===== config.mk =====
export PLATFORM = sky130hd
export DESIGN_NAME = traceback_bit_reorder
export DESIGN_NICKNAME = d
export VERILOG_FILES = /design/src/rtl/viterbi_pkg.sv /design/src/rtl/reorder_bank.sv /design/src/rtl/traceback_bit_reorder.sv
export SDC_FILE = /design/constraint.sdc
export NUM_CORES = 1
export LEC_CHECK = 0
export BUFFER_PORTS_ARGS = -buffer_cell sky130_fd_sc_hd__buf_2
export CORE_MARGIN = 5
export CORE_UTILIZATION = 45
export DETAILED_ROUTE_END_ITERATION = 10
export HOLD_SLACK_MARGIN = 0.1
export MAX_ROUTING_LAYER = met4
export RECOVER_POWER = 50
export SKIP_CTS_REPAIR_TIMING = 1
export SLEW_MARGIN = 10
export SYNTH_ARGS = -nofsm -noshare
export SYNTH_HDL_FRONTEND = slang
export SYNTH_SLANG_ARGS = --single-unit

===== constraint.sdc =====
create_clock -name clk -period 2.8 [get_ports clk]
set_input_delay 0 -clock clk [delete_from_list [all_inputs] [get_ports clk]]
set_output_delay 0 -clock clk [all_outputs]
set_load 0.005 [all_outputs]

===== src/rtl/viterbi_pkg.sv =====
// viterbi_pkg: shared types and defaults for the Viterbi decoder back end.
package viterbi_pkg;
   localparam int BLK_LEN_DEF = 32;
   typedef enum logic [1:0] {EMPTY, FILLING, FULL, DRAINING} bank_state_t;
endpackage


===== src/rtl/reorder_bank.sv =====
// reorder_bank: one segment of bit storage with a write port, indexed read and length register.
module reorder_bank
   import viterbi_pkg::*;
#(
   parameter int BLK_LEN = BLK_LEN_DEF,
   parameter int CNT_W   = $clog2(BLK_LEN) + 1
) (
   input  logic                       clk,
   input  logic                       rst,
   input  logic                       we_i,
   input  logic                       close_i,
   input  logic [$clog2(BLK_LEN)-1:0] widx_i,
   input  logic                       wbit_i,
   input  logic [$clog2(BLK_LEN)-1:0] ridx_i,
   output logic                       rbit_o,
   output logic [CNT_W-1:0]           len_o
);
   logic [BLK_LEN-1:0] mem_q;
   logic [CNT_W-1:0]   len_q;
   always_ff @(posedge clk) begin
      if (we_i) mem_q[widx_i] <= wbit_i;
      if (rst) len_q <= '0;
      else if (we_i && close_i) len_q <= {1'b0, widx_i} + CNT_W'(1);
   end
   assign rbit_o = mem_q[ridx_i];
   assign len_o  = len_q;
endmodule


===== src/rtl/traceback_bit_reorder.sv =====
// traceback_bit_reorder: ping-pong buffer replaying newest-first traceback segments oldest-first.
module traceback_bit_reorder
   import viterbi_pkg::*;
#(
   parameter int BLK_LEN = BLK_LEN_DEF,
   parameter int CNT_W   = $clog2(BLK_LEN) + 1
) (
   input  logic clk,
   input  logic rst,
   input  logic tb_valid,
   input  logic tb_bit,
   input  logic tb_last,
   output logic tb_ready,
   input  logic dec_ready,
   output logic dec_bit_valid,
   output logic dec_bit,
   output logic dec_last,
   output logic ovf_err
);
   localparam int AW = $clog2(BLK_LEN);
   localparam logic [CNT_W-1:0] ONE = CNT_W'(1);
   bank_state_t      st_q [2];
   bank_state_t      st_d [2];
   logic             wr_bank_q, wr_bank_d, rd_bank_q, rd_bank_d;
   logic [AW-1:0]    wcnt_q, wcnt_d;
   logic [CNT_W-1:0] rcnt_q, rcnt_d;
   logic             vld_q, vld_d, bit_q, bit_d, last_q, last_d, ovf_q, ovf_d;
   logic [1:0]       rbit;
   logic [CNT_W-1:0] len [2];
   logic [AW-1:0]    ridx;
   logic             wr_en, closing, done, rd_nxt, can_load;
   assign tb_ready = st_q[wr_bank_q] inside {EMPTY, FILLING};
   assign wr_en    = tb_valid && tb_ready;
   assign closing  = wr_en && (tb_last || wcnt_q == AW'(BLK_LEN - 1));
   assign done     = vld_q && last_q && dec_ready;
   assign rd_nxt   = rd_bank_q ^ done;
   assign can_load = !vld_q || dec_ready;
   assign ridx     = (st_q[rd_nxt] == FULL) ? AW'(len[rd_nxt] - ONE) : AW'(rcnt_q - ONE);
   for (genvar g = 0; g < 2; g++) begin : g_bank
      reorder_bank #(.BLK_LEN(BLK_LEN), .CNT_W(CNT_W)) u_bank (
         .clk(clk), .rst(rst), .we_i(wr_en && wr_bank_q == 1'(g)), .close_i(closing),
         .widx_i(wcnt_q), .wbit_i(tb_bit), .ridx_i(ridx), .rbit_o(rbit[g]), .len_o(len[g])
      );
   end
   always_comb begin
      st_d      = st_q;
      wr_bank_d = wr_bank_q;
      rd_bank_d = rd_bank_q;
      wcnt_d    = wcnt_q;
      rcnt_d    = rcnt_q;
      vld_d     = vld_q;
      bit_d     = bit_q;
      last_d    = last_q;
      ovf_d     = ovf_q | (tb_valid & ~tb_ready);
      if (wr_en) begin
         wcnt_d           = closing ? '0 : wcnt_q + AW'(1);
         st_d[wr_bank_q]  = closing ? FULL : FILLING;
         wr_bank_d        = wr_bank_q ^ closing;
      end
      if (done) begin
         st_d[rd_bank_q] = EMPTY;
         rd_bank_d       = rd_nxt;
      end
      // A segment closing into the read bank forwards its newest write straight to the output
      if (can_load) begin
         vld_d = 1'b0;
         if (st_q[rd_nxt] == FULL) begin
            vld_d        = 1'b1;
            bit_d        = rbit[rd_nxt];
            last_d       = len[rd_nxt] == ONE;
            rcnt_d       = len[rd_nxt] - ONE;
            st_d[rd_nxt] = DRAINING;
         end else if (st_q[rd_nxt] == DRAINING && rcnt_q != '0) begin
            vld_d  = 1'b1;
            bit_d  = rbit[rd_nxt];
            last_d = rcnt_q == ONE;
            rcnt_d = rcnt_q - ONE;
         end else if (closing && wr_bank_q == rd_nxt) begin
            vld_d        = 1'b1;
            bit_d        = tb_bit;
            last_d       = wcnt_q == '0;
            rcnt_d       = {1'b0, wcnt_q};
            st_d[rd_nxt] = DRAINING;
         end
      end
   end
   always_ff @(posedge clk) begin
      if (rst) begin
         st_q      <= '{EMPTY, EMPTY};
         wr_bank_q <= 1'b0;
         rd_bank_q <= 1'b0;
         wcnt_q    <= '0;
         rcnt_q    <= '0;
         vld_q     <= 1'b0;
         bit_q     <= 1'b0;
         last_q    <= 1'b0;
         ovf_q     <= 1'b0;
      end else begin
         st_q      <= st_d;
         wr_bank_q <= wr_bank_d;
         rd_bank_q <= rd_bank_d;
         wcnt_q    <= wcnt_d;
         rcnt_q    <= rcnt_d;
         vld_q     <= vld_d;
         bit_q     <= bit_d;
         last_q    <= last_d;
         ovf_q     <= ovf_d;
      end
   end
   assign dec_bit_valid = vld_q;
   assign dec_bit       = bit_q;
   assign dec_last      = last_q;
   assign ovf_err       = ovf_q;
endmodule


==> results of run 1 <==
## registers in the layout, indices dropped and copies added, names as in the netlist
name	flops
dec_last	1
ovf_err	1
rd_bank_q	1
rcnt_q	6
dec_bit_valid	1
g_bank.u_bank.len_o	12
st_q	4
wr_bank_q	1
dec_bit	1
wcnt_q	5
g_bank.u_bank.mem_q	64
## placed cells by master (no fill, tap or decap), types with 3 or more instances in the layout
cell             n
nor3_1          13
buf_2            7
and3_1           3
edfxtp_1        64
clkbuf_1         8
clkbuf_8         9
o22ai_1          4
inv_1            7
a211oi_1         8
dfxtp_1         31
dlygate4sd3_1    3
xor2_1           8
or2_2            4
mux2i_1         33
nand2b_1         7
nor2b_1          4
nand3_1         14
a22oi_1          7
nand2_1         46
ha_1             7
xnor2_1          6
nor2_1         115
buf_4           24
nor4_1          10
a31oi_1          3
o21ai_0          5
o211ai_1         6
a21oi_1         36
or3_1            3
## critical path, stage by stage (launching register included)
cell and delay (ns):
dfxtp_1 0.33, buf_4 0.15, and4b_1 0.24, nor4_2 0.31, o21ai_1 0.15, o22ai_2 0.21, buf_4 0.17, clkbuf_16 0.18
mux2i_1 0.22, nand2_1 0.09, a31oi_1 0.17, and4_4 0.23, nor4_2 0.04, o21a_1 0.13
## through the flow
step / area (sq um) / setup WS [ns] / power, mW / TNS, ns
6_report: 5550 / 0.0924 / 3.35 / 0
5_1_grt: 5550 / -0.0143 / 3.50 / -0.0143
4_1_cts: 5440 / -0.144 / 3.31 / -0.144
3_5_place_dp: 5230 / -0.127 / 2.34 / -0.127
3_3_place_gp: 5230 / -0.00936 / 2.32 / -0.00936
2_1_floorplan: 4930 / 0.281 / 2.13 / 0
## power breakdown
part	total [mW]	internal (mW)	switching, mW
Combinational	0.779	0.315	0.464
Sequential	1.59	1.55	0.0323
Clock	0.987	0.499	0.488
Total	3.35	2.37	0.985
## per-layer routing
metal  vias to the layer above  routed length [um]  global-route usage [%]
met4                         0                 246                    7.28
met3                        21                 716                    3.70
li1                       1871                   -                       -
met1                      1862                5930                    28.1
met5                         -                   0                       -
met2                       128                5720                    31.0
## area by class of cell
class | count | share of cell area (%)
inverters | 7 | 0.474
repair buffers | 44 | 6.07
multi-input cells | 377 | 39.9
clock buffers | 10 | 2.30
clock inverters | 6 | 1.47
flip-flops and latches | 97 | 46.6
well taps | 140 | 3.16
## logic make-up (layout without fill, tap and decap cells)
logic type	after synthesis	in the layout	synth area share, %
xor gates and xnor gates	15	15	3.05
and+or+nand+nor	235	235	21.6
AOI/OAI and AO/OA	84	84	10.7
buffers and inverters	33	67	3.17
muxes	36	36	7.36
DFF	97	97	52.4
adders and majority gates	7	7	1.78
## worst paths after layout
path                      start   endpoint  slack [ns]  cells past startpoint
setup / recovery  dec_bit_valid    dec_bit        0.09                     13
hold / removal              rst  rcnt_q[5]        0.14                      2
setup reg to reg  dec_bit_valid    dec_bit        0.09                     13
hold reg to reg         ovf_err    ovf_err        0.48                      2
## cell usage after synthesis (2+ instances only)
| cell type | instances | area share, % |
|---|---|---|
| o21ai_0 | 6 | 0.61 |
| inv_1 | 7 | 0.53 |
| or2_2 | 4 | 0.51 |
| a22oi_1 | 7 | 1.1 |
| and3_1 | 3 | 0.38 |
| dfxtp_1 | 33 | 13 |
| nor2_1 | 115 | 8.8 |
| o211ai_1 | 6 | 0.91 |
| nand3_1 | 14 | 1.4 |
| mux2_2 | 2 | 0.46 |
| nand2b_1 | 8 | 1.0 |
| edfxtp_1 | 64 | 39 |
| nand4_1 | 2 | 0.25 |
| mux2i_1 | 34 | 6.9 |
| clkbuf_1 | 18 | 1.4 |
| buf_2 | 3 | 0.30 |
| nor4_1 | 11 | 1.4 |
| a31oi_1 | 3 | 0.38 |
| nand2_1 | 46 | 3.5 |
| a211oi_1 | 8 | 1.2 |
| xnor2_1 | 6 | 1.1 |
| a221oi_1 | 2 | 0.36 |
| nor2b_1 | 4 | 0.51 |
| ha_1 | 7 | 1.8 |
| nand3b_1 | 2 | 0.30 |
| o21a_1 | 2 | 0.30 |
| nor3_1 | 14 | 1.4 |
| a21oi_1 | 36 | 3.7 |
| or3_1 | 3 | 0.38 |
| xor2_1 | 8 | 1.4 |
| o32ai_1 | 2 | 0.36 |
| o22ai_1 | 4 | 0.51 |
==> metrics.md, run 1 <==
| Metric | Value |
|---|---|
| Status | `complete, but fails checks` |
| #FFs+latches synth | `97` |
| Tot GR Track Use | `20.6%` |
| Critical Path AT | `roughly 3.0 ns` |
| Final hold viol count | `0` |
| Clk slew on worst S/H paths | `0.10 ns` |
| Max-slew violations | `42` |
| Final setup vio count | `0` |
| Fin cells | `~680` |
| Inserted Clock Buffers | `9` |
| Initial antenna violation count | `0` |
| DP Cell Count | `approximately 660` |
| Crit Path Max Fanout | `13` |
| DRT iter0 DRCs | `312` |
| Ys flop type | `edfxtp_1` |
| Final-stage net count | `approximately 550` |
| Initial Util | `45.7%` |
| Number of flops mapped to enable cells by yosys | `64` |
| Routability Congestion | `roughly 0.96` |
| H-tree depth | `3` |
| DRC | `0` |
| Leakage Power | `just over 2 nW` |
| CTS root buffer | `clkbuf_8` |
| Crit Path Class | `reg2reg` |
| DRT Pass-1 Iters | `5` |
| Clk Latency, worst-skew pair | `~0.38 ns` |
| Max Fclk | `0.369 GHz` |
| I/O Buffers | `10` |
| FILL cells | `slightly above 1000` |
| Post-Syn Area | `4930 sq um` |
| CTS Buffer Depth | `2` |
| Core outline area | `about 11000 sq um` |
| Via Count | `between 3000 and 4000` |
| Dpl hpwl | `8.76 mm` |
| Clock sink count | `97` |
| Syn nets | `520` |
| Largest net degree at the start of global routing | `between 40 and 50` |
| Synth Area per Inst | `9.73 sq um` |
| Antenna fix cells | `0` |
| Worst IR Drop VDD | `about 0.47 mV` |
| Multi-input logic area | `2220 sq um` |
| First-pass GRT wire length | `20.1 mm` |
| Setup crit start kind | `register` |
| Seq. cell area | `2580 sq um` |
| Die Ht | `115 um` |
| Post-synthesis sequential area ratio | `between 50% and 60%` |
| IO Count | `11` |
| PwrDens | `roughly 600 nW/um^2` |
| Hold WC Path Type | `in2reg` |
| Layout cells sized above 1 | `12.0%` |
| Count of cell types in the netlist | `55` |
| Overflow after GRT | `0` |
| Die width | `115 um` |
| Max_slew headroom | `-2.48%` |
| Drt via density | `around 5.7` |
| Min Hold Slack | `0.138 ns` |
| Site row count | `38` |
| Total of max-cap violations | `1` |
| Worst Tran Pin Value | `1.54 ns` |
| Yosys Warn Count | `0` |
| Mapped Cells | `507` |
| Die area | `13200 sq um` |
| CTS tree | `built` |
| Clk_skew | `0.0139 ns` |
| P&R area growth vs syn | `12.5%` |
| Failing checks | `max-capacitance violations, max-slew violations` |
| Crit path time final | `between 2 and 3 ns` |
| WL final | `12.6 mm` |
| Vias in the first global route | `3815` |
| Period utilisation layout | `96.7%` |
| Critical path endpoint category | `register` |
| Antenna Nets Post-Route | `0` |
| Req. time, crit path | `3.08 ns` |
| Finished Core Util | `51.4%` |
| Routed WL per cell | `18.5 um` |
| Async S/R FF share, synth | `0%` |
Power figures use the tool's default switching activity.
==> inputs of run 2 (changes only) <==
--- a/config.mk
+++ b/config.mk
@@ -6,11 +6,12 @@
 export NUM_CORES = 1
 export LEC_CHECK = 0
 export BUFFER_PORTS_ARGS = -buffer_cell sky130_fd_sc_hd__buf_2
-export CORE_MARGIN = 5
+export CORE_MARGIN = 2
 export CORE_UTILIZATION = 45
 export DETAILED_ROUTE_END_ITERATION = 10
 export HOLD_SLACK_MARGIN = 0.1
 export MAX_ROUTING_LAYER = met4
+export PLACE_DENSITY = 0.63
 export RECOVER_POWER = 50
 export SKIP_CTS_REPAIR_TIMING = 1
 export SLEW_MARGIN = 10
==> run 2 against run 1 <==
The flow still finishes with violations (max-capacitance violations, max-slew violations). Critical path depth did not move. Non-clock buffer count stayed put. Global-route usage is 2.2 points higher. Die area down 10%. Clock power is 0.7% higher. Clock skew decreased by 0.0057 ns. Clock-buffer cell count is 1 lower. Critical path type unchanged.
==> metrics.md, run 2 (synthesis gave the netlist of run 1 again) <==
| Metric | Value |
|---|---|
| CTS Buffer Depth | `2 (unchanged)` |
| H-tree depth | `3 (unchanged)` |
| Routed WL per cell | `18.5 um (about the same)` |
| DRT iter0 DRCs | `308 (-1.3%)` |
| I/O Buffers | `10 (unchanged)` |
| Crit path time final | `2.73 ns (+0.0256 ns)` |
| Failing checks | `max-capacitance violations, max-slew violations` |
| Vias in the first global route | `3538 (-7.3%)` |
| Final setup vio count | `0 (unchanged)` |
| Setup TNS | `0 ns (unchanged)` |
| Multi-input logic area | `2240 sq um (+1.2%)` |
| Layout cells sized above 1 | `13.7% (+1.7 points)` |
| Worst IR Drop VDD | `0.364 mV (-22%)` |
| DP Cell Count | `657 (unchanged)` |
| Clk slew on worst S/H paths | `0.09 ns (about the same)` |
| Worst Tran Pin Value | `2.01 ns (+0.477 ns)` |
| Finished Core Util | `51.9% (+0.46 points)` |
| Max_slew headroom | `-34.3% (-32 points)` |
| Clk Latency, worst-skew pair | `0.38 ns (about the same)` |
| Largest net degree at the start of global routing | `55 (+31%)` |
| Drt via density | `5.75 (+0.84%)` |
| Initial antenna violation count | `0 (unchanged)` |
| WL final | `12.6 mm (-0.38%)` |
| Overflow after GRT | `0 (unchanged)` |
| Hold WC Path Type | `in2reg` |
| Commonest non-fill, non-tap cell in the layout | `nor2_1` |
| Setup crit start kind | `register` |
| Critical Path AT | `3.02 ns (+0.03 ns)` |
| Routability Congestion | `0.982 (+2.5%)` |
| Max-slew violations | `55 (+31%)` |
| Leakage Power | `2.02 nW (+0.29%)` |
| Initial Util | `45.9% (+0.20 points)` |
| Die Ht | `109 um (-5.2%)` |
| Fin cells | `679 (-0.29%)` |
| Min Hold Slack | `0.128 ns (-0.0101 ns)` |
| Final-stage net count | `549 (unchanged)` |
| IO Count | `11 (unchanged)` |
| Req. time, crit path | `3.09 ns (about the same)` |
| Via Count | `3903 (+0.54%)` |
| Core outline area | `10700 sq um (-0.44%)` |
| Max Fclk | `0.366 GHz (-0.94%)` |
| PwrDens | `602 nW/um^2 (-0.41%)` |
| Number of flip-flops in the largest register | `64 (unchanged)` |
| FILL cells | `1034 (+1.6%)` |
| Dpl hpwl | `8.64 mm (-1.4%)` |
| First-pass GRT wire length | `19.4 mm (-3.7%)` |
| Final hold viol count | `0 (unchanged)` |
| Status | `complete, but fails checks` |
| Die width | `109 um (-5.2%)` |
| Total Power | `3.35 mW (about the same)` |
| Period utilisation layout | `97.6% (+0.91 points)` |
| Total of max-cap violations | `1 (unchanged)` |
| Antenna fix cells | `0 (unchanged)` |
| Clk_skew | `0.00820 ns (-0.00573 ns)` |
| Tot GR Track Use | `22.8% (+2.2 points)` |
| Most frequent cells in the layout | `115 x nor2_1, 64 x edfxtp_1, 46 x nand2_1, 35 x a21oi_1, 32 x mux2i_1` |
| CTS root buffer | `clkbuf_8` |
| Largest Register | `g_bank.u_bank.mem_q` |
| P&R area growth vs syn | `13.0%` |
| Crit Path Max Fanout | `13 (unchanged)` |
| Die area | `11800 sq um (-10%)` |
| Site row count | `38 (unchanged)` |
| Inserted Clock Buffers | `9 (unchanged)` |
| Crit Path Class | `reg2reg` |
| Clock sink count | `97 (unchanged)` |
| Seq. cell area | `2590 sq um (about the same)` |
| Antenna Nets Post-Route | `0 (unchanged)` |
| CTS tree | `built` |
| DRC | `0 (unchanged)` |
| DRT Pass-1 Iters | `5 (unchanged)` |
| Critical path endpoint category | `register` |
-- run 2: cell count changes in the layout (fill, tap and decap cells not counted), sizes merged --
cell	previous run	this run
buf	33	32
clkinv	2	3
inv	8	7
clkinvlp	1	0
-- run 2: cell type report --
cell class	instances	share of cell area, %
Clock buffer	9	2.22
Sequential cell	97	46.4
Multi-Input combinational cell	377	40.3
Tap cell	140	3.14
Inverter	7	0.471
Timing Repair Buffer	44	5.99
Clock inverter	5	1.48
-- run 2: power breakdown --
group	switching, mW	total, mW	internal [mW]
clock network	0.499	0.994	0.495
registers	0.0323	1.59	1.55
logic	0.459	0.772	0.313
total	0.990	3.35	2.36
-- run 2: critical path, stage by stage (launching register included) --
cell and delay, ns:
dfxtp_2 0.36, buf_4 0.16, nor2b_1 0.15, o311ai_1 0.32, o21ai_2 0.15, o22ai_2 0.22, buf_4 0.17, clkbuf_16 0.17
mux2i_1 0.22, a22oi_1 0.11, and3_1 0.20, a31oi_1 0.15, nand2_1 0.07, o21a_1 0.19
-- run 2: final timing paths --
path / from / to / slack (ns) / depth (start not counted)
max: rd_bank_q / dec_bit / 0.07 / 13
min: rst / rcnt_q[5] / 0.13 / 2
max reg2reg: rd_bank_q / dec_bit / 0.07 / 13
min reg2reg: ovf_err / ovf_err / 0.50 / 2
-- run 2: layer usage --
layer | track usage (%) | part of all wire [%]
met1 | 31.5 | 47
met2 | 33.5 | 46
met3 | 4.30 | 5.1
met4 | 8.42 | 2.0
met5 | - | 0
-- run 2: metrics by stage --
stage / area, sq um / setup WS (ns)
after floorplan: 4930 / 0.281
after global placement: 5230 / 0.00396
after detailed placement: 5230 / -0.0417
after CTS: 5440 / -0.0735
after global routing: 5570 / -0.0114
final: 5570 / 0.0668
==> inputs of run 3 (changes only) <==
--- a/config.mk
+++ b/config.mk
@@ -12,7 +12,6 @@
 export HOLD_SLACK_MARGIN = 0.1
 export MAX_ROUTING_LAYER = met4
 export PLACE_DENSITY = 0.63
-export RECOVER_POWER = 50
 export SKIP_CTS_REPAIR_TIMING = 1
 export SLEW_MARGIN = 10
 export SYNTH_ARGS = -nofsm -noshare
==> run 3 against run 2 <==
The flow now finishes without violations. Die area unchanged. Combinational power increased by 0.9%. Sequential cell count unchanged. Register-to-register slack about the same. Sequential power about the same. Clock-buffer cell count unchanged. Sequential share of layout area decreased by 0.18 points. Global-route usage unchanged. Critical endpoint unchanged.
==> metrics.md, run 3 (synthesis gave the netlist of run 1 again) <==
| Metric | Value |
|---|---|
| Antenna Nets Post-Route | `0 (unchanged)` |
| Req. time, crit path | `3.09 ns (about the same)` |
| Most frequent cells in the layout | `115 x nor2_1, 64 x edfxtp_1, 46 x nand2_1, 35 x a21oi_1, 32 x mux2i_1` |
| Total of max-cap violations | `0 (-1)` |
| Tot GR Track Use | `22.8% (unchanged)` |
| Multi-input logic area | `2240 sq um (unchanged)` |
| CP endpoint | `dec_bit` |
| Clk Latency, worst-skew pair | `0.39 ns (about the same)` |
| Top Metal Used | `met4` |
| Leakage Power | `2.05 nW (+1.2%)` |
| Max-slew violations | `0 (-100%)` |
| FILL cells | `1030 (-0.39%)` |
| Routed WL per cell | `18.5 um (-0.19%)` |
| DRT Pass-1 Iters | `6 (+1)` |
| R2R setup slack | `0.07 ns (about the same)` |
| Final hold viol count | `0 (unchanged)` |
| Setup crit start kind | `register` |
| M1 WL | `5.86 mm (-0.34%)` |
| Crit Path Class | `reg2reg` |
| Site row count | `38 (unchanged)` |
| Number of flip-flops in the largest register | `64 (unchanged)` |
| Core outline area | `10700 sq um (unchanged)` |
| CTS tree | `built` |
| Overflow after GRT | `0 (unchanged)` |
| Finished Core Util | `52.1% (+0.20 points)` |
| CTS root buffer | `clkbuf_8` |
| Crit path time final | `2.73 ns (-0.00501 ns)` |
| Initial Util | `45.9% (unchanged)` |
| Final-stage net count | `549 (unchanged)` |
| Worst flop-to-flop path endpoint | `dec_bit` |
| Die width | `109 um (unchanged)` |
| DRT iter0 DRCs | `311 (+0.97%)` |
| Drt via density | `5.75 (about the same)` |
| Critical path endpoint category | `register` |
| Die Ht | `109 um (unchanged)` |
| Dpl hpwl | `8.64 mm (unchanged)` |
| Largest Register | `g_bank.u_bank.mem_q` |
| Status | `complete, no violations` |
| Final setup vio count | `0 (unchanged)` |
| R2R depth | `13 (unchanged)` |
| IO Count | `11 (unchanged)` |
| Antenna fix cells | `0 (unchanged)` |
| Max_slew headroom | `44.2% (+79 points)` |
| Clk slew on worst S/H paths | `0.09 ns (about the same)` |
| Routability Congestion | `0.982 (unchanged)` |
| Worst Tran Pin Value | `0.837 ns (-1.18 ns)` |
| Total Power | `3.36 mW (+0.24%)` |
| CTS Buffer Depth | `2 (unchanged)` |
| Seq. cell area | `2590 sq um (unchanged)` |
| PwrDens | `601 nW/um^2 (-0.14%)` |
| DRC | `0 (unchanged)` |
| Largest net degree at the start of global routing | `55 (unchanged)` |
| Routed wl met3 | `636 um (-1.7%)` |
| Crit Path Max Fanout | `13 (unchanged)` |
| P&R area growth vs syn | `13.4%` |
| I/O Buffers | `10 (unchanged)` |
| Worst IR Drop VDD | `0.363 mV (-0.12%)` |
| Commonest non-fill, non-tap cell in the layout | `nor2_1` |
| Period utilisation layout | `97.4% (-0.18 points)` |
| Via Count | `3901 (-0.051%)` |
| Critical Path AT | `3.02 ns (about the same)` |
| H-tree depth | `3 (unchanged)` |
| Worst setup path startpoint | `rd_bank_q` |
| Layout cells sized above 1 | `15.0% (+1.3 points)` |
| Worst reg2reg startpoint | `rd_bank_q` |
| Clock sink count | `97 (unchanged)` |
| First-pass GRT wire length | `19.4 mm (unchanged)` |
| Clk_skew | `0.00867 ns (+0.000471 ns)` |
| Hold WC Path Type | `in2reg` |
| Die area | `11800 sq um (unchanged)` |
| Initial antenna violation count | `0 (unchanged)` |
| Max Fclk | `0.367 GHz (+0.18%)` |
| Met2 WL | `5.80 mm (+0.14%)` |
| Vias in the first global route | `3538 (unchanged)` |
| Inserted Clock Buffers | `9 (unchanged)` |
| WL final | `12.5 mm (-0.19%)` |
## run 3: cell types whose count changed in the layout (fill, tap and decap cells not counted), sizes merged
cell and delta:
clkbuf -8, buf +8
## run 3: layout make-up
cell class / count / share of cell area, %
sequential: 97 / 46.3
multi-input combinational: 377 / 40.1
timing repair buffer: 44 / 6.35
tap: 140 / 3.13
clock buffer: 9 / 2.21
clock inverter: 5 / 1.48
inverter: 7 / 0.470
## run 3: per-stage QoR
step                cell area, sq um   TNS, ns  hold slack [ns]  setup slack [ns]  std cells
CTS                             5440   -0.0735          -0.0838           -0.0735        671
finish                          5590         0            0.124            0.0718        679
global route                    5590  -0.00109            0.154          -0.00109        679
floorplan                       4930         0           0.0989             0.281        507
global placement                5230         0            0.317           0.00396        657
detailed placement              5230   -0.0417            0.317           -0.0417        657
## run 3: worst max-delay path: stages, from the launching register on
cell and delay (ns):
dfxtp_2 0.36, buf_4 0.16, nor2b_1 0.15, o311ai_1 0.31, o21ai_2 0.15, o22ai_2 0.22, buf_4 0.17, clkbuf_16 0.17
mux2i_1 0.22, a22oi_1 0.11, and3_1 0.20, a31oi_1 0.15, nand2_1 0.07, o21a_1 0.19
## run 3: routing by layer
layer  track usage, %  vias up
li1                 -     1870
met1             31.5     1894
met2             33.5      118
met3             4.30       19
met4             8.42        0
met5                -        -
## run 3: power by group
part	internal [mW]	switching [mW]	total [mW]
logic	0.321	0.459	0.779
clock network	0.495	0.501	0.996
registers	1.55	0.0322	1.59
## run 3: how the worst min path moves through the flow
stage | slack [ns] | start | cells past startpoint | end
floorplan | 0.1 | tb_bit | 0 | g_bank[0].u_bank.mem_q[0]
global placement | 0.32 | tb_valid | 3 | ovf_err
detailed placement | 0.32 | tb_valid | 3 | ovf_err
CTS | -0.08 | tb_valid | 3 | ovf_err
global route | 0.15 | rst | 2 | wcnt_q[3]
finish | 0.12 | rst | 2 | rcnt_q[5]
